==> src/rtl/cpu16_ctrl_pkg.sv <==
// rtl/cpu16_ctrl_pkg.sv - shared states, opcodes and control encodings for the 16-bit datapath controller
package cpu16_ctrl_pkg;

    typedef enum logic [3:0] {
        START,
        FETCH,
        DECODE,
        EXEC_R,
        WB_R,
        EXEC_I,
        WB_I,
        MEM_ADDR,
        MEM_RD,
        WB_LD,
        MEM_WR,
        BRANCH,
        JUMP
    } state_t;

    localparam logic [3:0] OP_R    = 4'b0000;
    localparam logic [3:0] OP_ADDI = 4'b0001;
    localparam logic [3:0] OP_LD   = 4'b0010;
    localparam logic [3:0] OP_SW   = 4'b0011;
    localparam logic [3:0] OP_BEQ  = 4'b0100;
    localparam logic [3:0] OP_J    = 4'b0101;

    localparam logic [2:0] FN_ADD = 3'b000;
    localparam logic [2:0] FN_SUB = 3'b001;
    localparam logic [2:0] FN_AND = 3'b010;
    localparam logic [2:0] FN_OR  = 3'b011;
    localparam logic [2:0] FN_SLT = 3'b100;

    // Codes consumed by the 16-bit ALU; keep in step with its decoder.
    localparam logic [3:0] ALU_ADD = 4'b0000;
    localparam logic [3:0] ALU_SUB = 4'b0001;
    localparam logic [3:0] ALU_AND = 4'b0011;
    localparam logic [3:0] ALU_OR  = 4'b0100;
    localparam logic [3:0] ALU_SLT = 4'b0110;
    localparam logic [3:0] ALU_BEQ = 4'b0111;

    localparam logic [1:0] SRC_B_REG = 2'b00;
    localparam logic [1:0] SRC_B_ONE = 2'b01;
    localparam logic [1:0] SRC_B_IMM = 2'b10;

    localparam logic [1:0] PC_SRC_ALU    = 2'b00;
    localparam logic [1:0] PC_SRC_ALUOUT = 2'b01;
    localparam logic [1:0] PC_SRC_JUMP   = 2'b10;

    function automatic logic func_valid(input logic [2:0] f);
        return f <= FN_SLT;
    endfunction

endpackage

==> src/rtl/alu_op_decode.sv <==
// rtl/alu_op_decode.sv - maps controller state and R-type func to the ALU_Sel code
module alu_op_decode
    import cpu16_ctrl_pkg::*;
(
    input  state_t      state,
    input  logic [2:0]  func,
    output logic [3:0]  alu_sel
);

    always_comb begin
        alu_sel = ALU_ADD;
        case (state)
            EXEC_R: begin
                // Undefined func values fall through to add and are squashed at write-back.
                case (func)
                    FN_ADD:  alu_sel = ALU_ADD;
                    FN_SUB:  alu_sel = ALU_SUB;
                    FN_AND:  alu_sel = ALU_AND;
                    FN_OR:   alu_sel = ALU_OR;
                    FN_SLT:  alu_sel = ALU_SLT;
                    default: alu_sel = ALU_ADD;
                endcase
            end
            BRANCH:  alu_sel = ALU_BEQ;
            default: alu_sel = ALU_ADD;
        endcase
    end

endmodule

==> src/rtl/multicycle_controller.sv <==
// rtl/multicycle_controller.sv - multi-cycle fetch/decode/execute/memory/write-back control FSM
module multicycle_controller
    import cpu16_ctrl_pkg::*;
(
    input  logic        clk,
    input  logic        rst,
    input  logic [3:0]  opcode,
    input  logic [2:0]  func,
    input  logic        Zero,
    input  logic        mem_ready,
    output logic [3:0]  ALU_Sel,
    output logic        alu_src_a,
    output logic [1:0]  alu_src_b,
    output logic        i_or_d,
    output logic        mem_read,
    output logic        mem_write,
    output logic        ir_write,
    output logic        pc_load,
    output logic        reg_write,
    output logic        reg_dst,
    output logic        mem_to_reg,
    output logic [1:0]  pc_src,
    output logic        illegal,
    output logic        retire
);

    state_t state_q;
    state_t state_d;

    alu_op_decode u_alu_op_decode (
        .state   (state_q),
        .func    (func),
        .alu_sel (ALU_Sel)
    );

    always_ff @(posedge clk or posedge rst) begin
        if (rst) begin
            state_q <= START;
        end else begin
            state_q <= state_d;
        end
    end

    always_comb begin
        state_d    = state_q;
        alu_src_a  = 1'b0;
        alu_src_b  = SRC_B_REG;
        i_or_d     = 1'b0;
        mem_read   = 1'b0;
        mem_write  = 1'b0;
        ir_write   = 1'b0;
        pc_load    = 1'b0;
        reg_write  = 1'b0;
        reg_dst    = 1'b0;
        mem_to_reg = 1'b0;
        pc_src     = PC_SRC_ALU;
        illegal    = 1'b0;
        retire     = 1'b0;

        case (state_q)
            START: state_d = FETCH;

            FETCH: begin
                mem_read  = 1'b1;
                alu_src_b = SRC_B_ONE;
                pc_src    = PC_SRC_ALU;
                ir_write  = mem_ready;
                pc_load   = mem_ready;
                if (mem_ready) state_d = DECODE;
            end

            DECODE: begin
                // Branch target is computed speculatively into ALUOut.
                alu_src_b = SRC_B_IMM;
                case (opcode)
                    OP_R:    state_d = EXEC_R;
                    OP_ADDI: state_d = EXEC_I;
                    OP_LD:   state_d = MEM_ADDR;
                    OP_SW:   state_d = MEM_ADDR;
                    OP_BEQ:  state_d = BRANCH;
                    OP_J:    state_d = JUMP;
                    default: begin
                        illegal = 1'b1;
                        retire  = 1'b1;
                        state_d = FETCH;
                    end
                endcase
            end

            EXEC_R: begin
                alu_src_a = 1'b1;
                alu_src_b = SRC_B_REG;
                state_d   = WB_R;
            end

            WB_R: begin
                reg_dst   = 1'b1;
                reg_write = func_valid(func);
                retire    = 1'b1;
                state_d   = FETCH;
            end

            EXEC_I: begin
                alu_src_a = 1'b1;
                alu_src_b = SRC_B_IMM;
                state_d   = WB_I;
            end

            WB_I: begin
                reg_write = 1'b1;
                retire    = 1'b1;
                state_d   = FETCH;
            end

            MEM_ADDR: begin
                alu_src_a = 1'b1;
                alu_src_b = SRC_B_IMM;
                state_d   = (opcode == OP_LD) ? MEM_RD : MEM_WR;
            end

            MEM_RD: begin
                mem_read = 1'b1;
                i_or_d   = 1'b1;
                if (mem_ready) state_d = WB_LD;
            end

            WB_LD: begin
                reg_write  = 1'b1;
                mem_to_reg = 1'b1;
                retire     = 1'b1;
                state_d    = FETCH;
            end

            MEM_WR: begin
                mem_write = 1'b1;
                i_or_d    = 1'b1;
                retire    = mem_ready;
                if (mem_ready) state_d = FETCH;
            end

            BRANCH: begin
                alu_src_a = 1'b1;
                alu_src_b = SRC_B_REG;
                pc_src    = PC_SRC_ALUOUT;
                pc_load   = Zero;
                retire    = 1'b1;
                state_d   = FETCH;
            end

            JUMP: begin
                pc_src  = PC_SRC_JUMP;
                pc_load = 1'b1;
                retire  = 1'b1;
                state_d = FETCH;
            end

            default: state_d = START;
        endcase
    end

endmodule
==> config.mk <==
export PLATFORM = sky130hd
export DESIGN_NAME = multicycle_controller
export DESIGN_NICKNAME = d
export VERILOG_FILES = /design/src/rtl/cpu16_ctrl_pkg.sv /design/src/rtl/alu_op_decode.sv /design/src/rtl/multicycle_controller.sv
export SDC_FILE = /design/constraint.sdc
export NUM_CORES = 1
export LEC_CHECK = 0
export ABC_AREA = 1
export CAP_MARGIN = 15
export CORE_MARGIN = 5
export CORE_UTILIZATION = 34
export CTS_CLUSTER_SIZE = 28
export DETAILED_ROUTE_END_ITERATION = 12
export PLACE_DENSITY = 0.82
export SETUP_SLACK_MARGIN = 0.05
export SYNTH_ARGS = -nofsm -noshare
export SYNTH_HDL_FRONTEND = slang
export SYNTH_SLANG_ARGS = --single-unit
==> constraint.sdc <==
create_clock -name clk -period 1 [get_ports clk]
set_input_delay 0.2 -clock clk [delete_from_list [all_inputs] [get_ports clk]]
set_output_delay 0.2 -clock clk [all_outputs]
set_load 0.02 [all_outputs]
[Yosys cells after proc, flatten, opt, wreduce, memory -nomap -nowiden]
Cells that the tools add are included.
Storage, ports and cells
  RAM bits: 0
  bits in read-only memories: 0
  latch bits: 0
  output and inout port bits: 19
  memories: 0
  input port bits: 11
  flip-flop bits (word level): 4
Operators by class
  bitwise gates (word level): 0
  divide/modulo/power cells: 0
  equal/unequal tests: 24
  reduce and logical (&&, ||, !) cells: 12
  add/subtract/negate cells: 0
  shift operators: 0
  $lt $le $gt $ge: 1
  mux-type cells: 22
  multiply operators: 0
Operators with widths (number)
  4-bit case mux with 8 select lines: 1
  4-bit by 3-bit == test with 1-bit output, second input constant: 6
  4-bit == test, second input constant: 5
  4-bit case mux with 5 select lines: 1
  4-bit by 2-bit == test with 1-bit output, second input constant: 4
  4-bit 2-to-1 mux: 3
  3-bit case mux with 4 select lines: 1
  6-bit OR reduction: 2
  1-bit 2-to-1 mux: 9
  4-bit by 1-bit == test with 1-bit output, second input constant: 2
  4-bit logical NOT: 2
  2-bit case mux with 2 select lines: 2
  2-bit OR reduction: 4
  3-bit by 2-bit == test with 1-bit output, second input constant: 2
  2-bit != test, second input constant: 3
  1-bit case mux with 3 select lines: 2
  3-bit case mux with 2 select lines: 1
  5-bit OR reduction: 1
  4-bit OR reduction: 1
  3-bit by 1-bit == test with 1-bit output, second input constant: 1
  3-bit == test, second input constant: 1
  3-bit <= comparator, second input constant: 1
  3-bit AND reduction: 1
  3-bit OR reduction: 1
  2 further kinds: 2

[Depth between registers and ports, before layout]
  depth after elaboration: 4
  mapped depth: 7
  mapped depth without buffers: 7

[Hierarchy]
From an unflattened synthesis, not the netlist that was laid out.
Unflattened totals
  cell total of the unflattened synthesis: 110
  area total of the unflattened synthesis: 585.6 sq um
Modules (own cells, without submodules)
  multicycle_controller: times used 1, area each 481.7 sq um, cells an instance 87
  alu_op_decode: times used 1, area each 103.8 sq um, cells an instance 23

[Least setup slack after synthesis]
OpenSTA, ideal clock, no wires.
  path kind: flip-flop to output port
  start point: reg state_q[2]
  end point: out retire
  stages on the path, launching flop included: 6
  arrival: 1.257 ns
  data required time: 0.800 ns
  path buffers: 0
  slack: -0.457 ns
  cells stage by stage: dfrtp_1 inv_2 nand2_4 nor2_1 nand2_1 nand3b_1
On the way
  cells in the longest elaborated chain, start to end: 3
  elaborated cells on any way between the ends: 9
RTL lines
  start: declaration: RTL line multicycle_controller.sv:27  | state_t state_q;
  start signal: assignment: RTL line multicycle_controller.sv:40  | state_q <= state_d;
  4-bit == test / 4-bit by 3-bit == test with 1-bit output (equally long branches): RTL line multicycle_controller.sv:60  | case (state_q)
  5-bit OR reduction (no line)
  1-bit case mux with 3 select lines (*): RTL line multicycle_controller.sv:60
  end: declaration: RTL line multicycle_controller.sv:24  | output logic retire
Mark *: on every way between the ends. The rest lies on a longest branch, timed or not.

[Worst setup path after layout]
  start point: reg state_q[0]
  end point: out retire
Same word-level chain as after synthesis.

==> results.json <==
{
  "fillCellCount": 57,
  "wire_per_inst_microns": 19.4,
  "finalNonFillerCells": 191,
  "syn-instance-count": 103,
  "ys_seq_elements": 4,
  "synth_cell_types": 21,
  "gp_congestion": 0.806,
  "syn_area_per_cell_sq_um": 5.50,
  "largestRegisters": "state_q: 4 flops",
  "core.rowCount": 14,
  "report.final.slew_viol_count": 0,
  "vias": 1049,
  "finalSetupViolCount": 22,
  "synthAdderAreaFrac": 0,
  "startpoint_type": "flop",
  "worstPathMaxFanout": 5,
  "yosysTopAreaCellShare": 0.238,
  "drt-total-wl_microns": 3700,
  "die_w_microns": 50.8,
  "leakage_nw": 0.740,
  "crit_slowest_cell": "dfrtp_2",
  "synth_top_family_by_area": "simple AND/OR/NAND/NOR gates",
  "finalNetCount": 188,
  "outcome": "finished, violations left",
  "netlist_top_cells_area": "nand2_1, dfrtp_1, inv_1",
  "first_iter_violations": 46,
  "core_sq_um": 1540,
  "fin_area_sq_um": 1430,
  "skew_ns": 0.000404,
  "placed_area_sq_um": 1130,
  "worstReg2RegEnd": "state_q[3]",
  "largest_reg_flops": 4,
  "synth-compound-area-share": 0.130,
  "crit_start": "state_q[0]",
  "r2r_setup_slack_ns": -0.56,
  "drt_pass1_iterations": 4,
  "grtUsageTotal": 0.218,
  "cts_sinks": 4,
  "clkTransAtPathRegs_ns": 0.05,
  "grt_max_degree": 6,
  "criticalPathCategory": "flop to output port",
  "ctsLongestPathBuffers": 2,
  "reg2reg_depth": 9,
  "layout_setup_ws_ns": -0.760,
  "grt_remaining_overflow": 0,
  "required_ns": 0.80,
  "synthesis.nets": 114,
  "yosysSeqAreaShare": 0.177,
  "grt_pass1_wl_microns": 4280,
  "cp_slowest_stage_delay_ns": 0.48,
  "numCtsBuffers": 3,
  "remaining_drc_errors": 0,
  "clk_latency_ns": 0.25,
  "fin_util": 0.927,
  "syn-cell-area_sq_um": 567,
  "violations": "setup timing",
  "synth_xor_area_frac": 0,
  "arrival_ns": 1.56,
  "synth_top_area_cell": "nand2_1",
  "dp_cells": 175,
  "finalCritPeriodShare": 1.76,
  "postRouteAntennaNets": 0,
  "cp-end-kind": "output port",
  "hpwl_microns": 1870,
  "crit_end": "retire",
  "grt_antenna_before_repair": 0,
  "synth.area.mux_share": 0,
  "pwr_density_cell_nw_per_um2": 2800,
  "dieArea_sq_um": 2580,
  "drive_above_1_share": 0.646,
  "portBuffers": 28,
  "vias_per_cell": 5.49,
  "grt_pass1_vias": 1006,
  "io_pins": 30,
  "max_cap_viol_count": 0,
  "tritoncts": "done",
  "n_antenna_cell": 0,
  "fmaxAchievable_ghz": 0.568,
  "area_growth_pct": 152,
  "path_cells": "inv_2 > nand2_4 > nor2_4 > inv_2 > nor2_4 > nand3b_1 > buf_6",
  "r2r-start": "state_q[2]",
  "hp-class": "input port to async pin",
  "finalHoldViolations": 0,
  "synthSimpleGateAreaFrac": 0.547,
  "initial_core_util": 0.368,
  "min_period_ns": 1.76,
  "ys.warnings.count": 0,
  "htree_levels": 1,
  "top_register": "state_q",
  "root_buffer": "clkbuf_4",
  "rsz0062_at_grt": "true",
  "vdd.ir_drop.worst_v": 0.00210,
  "dieHeight_microns": 50.8
}
what timing repair did:
item	in CTS	in global routing
buffers inserted	2	12
hold buffers	0	0
pin swaps	5	8
gates resized for setup	119	31
endpoints found under the setup margin	22	22
layout by cell type, fill, tap and decap left out, drive strengths merged:
cell type and instances:
a21oi 2, buf 58, clkbuf 3, clkdlybuf4s15 2
clkdlybuf4s50 9, clkinv 1, conb 1, dfrtp 4
dlymetal6s2s 1, inv 18, nand2 40, nand3 4
nand3b 2, nand4 2, nor2 18, o211ai 2
o21ai 6, o21bai 1, o31ai 1
power by group:
group | total (W) | internal [W] | switching, W
Combinational | 0.00335 | 0.00157 | 0.00178
Sequential | 0.000422 | 0.000248 | 0.000175
Clock | 0.000232 | 0.000136 | 0.0000955
Total | 0.00400 | 0.00195 | 0.00205
final cells by class:
| cell class | instances | area (sq um) | area share |
|---|---|---|---|
| multi-input combinational | 79 | 553 | 0.387 |
| timing repair buffer | 70 | 647 | 0.453 |
| inverter | 19 | 81.3 | 0.0569 |
| clock buffer | 3 | 22.5 | 0.0158 |
| sequential | 4 | 105 | 0.0736 |
| tap | 16 | 20.0 | 0.0140 |
routing by layer:
| metal | vias up | GRT usage | wire length (microns) |
|---|---|---|---|
| met5 | - | 0 | 0 |
| met4 | 0 | 0.136 | 188 |
| met3 | 17 | 0.0523 | 305 |
| met2 | 73 | 0.417 | 1880 |
| met1 | 493 | 0.201 | 1330 |
| li1 | 466 | - | - |
worst min path at each step:
stage,startpoint,endpoint,slack (ns),cells past startpoint
finish,rst,state_q[0],0.20,2
detailed placement,rst,state_q[3],0.42,2
CTS,rst,state_q[3],0.16,2
global route,rst,state_q[0],0.24,2
global placement,rst,state_q[2],0.39,2
floorplan,rst,state_q[0],-0.03,1
worst max-delay path: cells and delay by family (launching register included):
kind                   cells  cell delay [ns]
AND/OR/NAND/NOR            4             0.50
flip-flops                 1             0.48
buffers and inverters      3             0.33
cell families (layout without fill, tap and decap cells):
family | Yosys count | count (layout)
AOI/OAI and AO/OA | 12 | 12
buffers and inverters | 20 | 92
DFF | 4 | 4
other | 1 | 1
and+or+nand+nor | 66 | 66
metrics by stage:
| stage | setup WS, ns | power (W) | hold slack, ns | setup TNS [ns] |
|---|---|---|---|---|
| after floorplan | -0.382 | 0.00155 | -0.0339 | -3.61 |
| after global placement | -0.970 | 0.00265 | 0.391 | -14.81 |
| after detailed placement | -0.998 | 0.00274 | 0.415 | -15.46 |
| after CTS | -0.642 | 0.00323 | 0.159 | -10.87 |
| after global routing | -0.828 | 0.00417 | 0.241 | -14.32 |
| final | -0.760 | 0.00400 | 0.204 | -13.11 |
Yosys cell counts, drive strengths merged:
master / count
inv: 19
o211ai: 2
o21bai: 1
a21oi: 2
nand3: 4
conb: 1
dfrtp: 4
o31ai: 1
nand2: 40
nand4: 2
nand3b: 2
buf: 1
nor2: 18
o21ai: 6
Power figures use the tool's default switching activity.
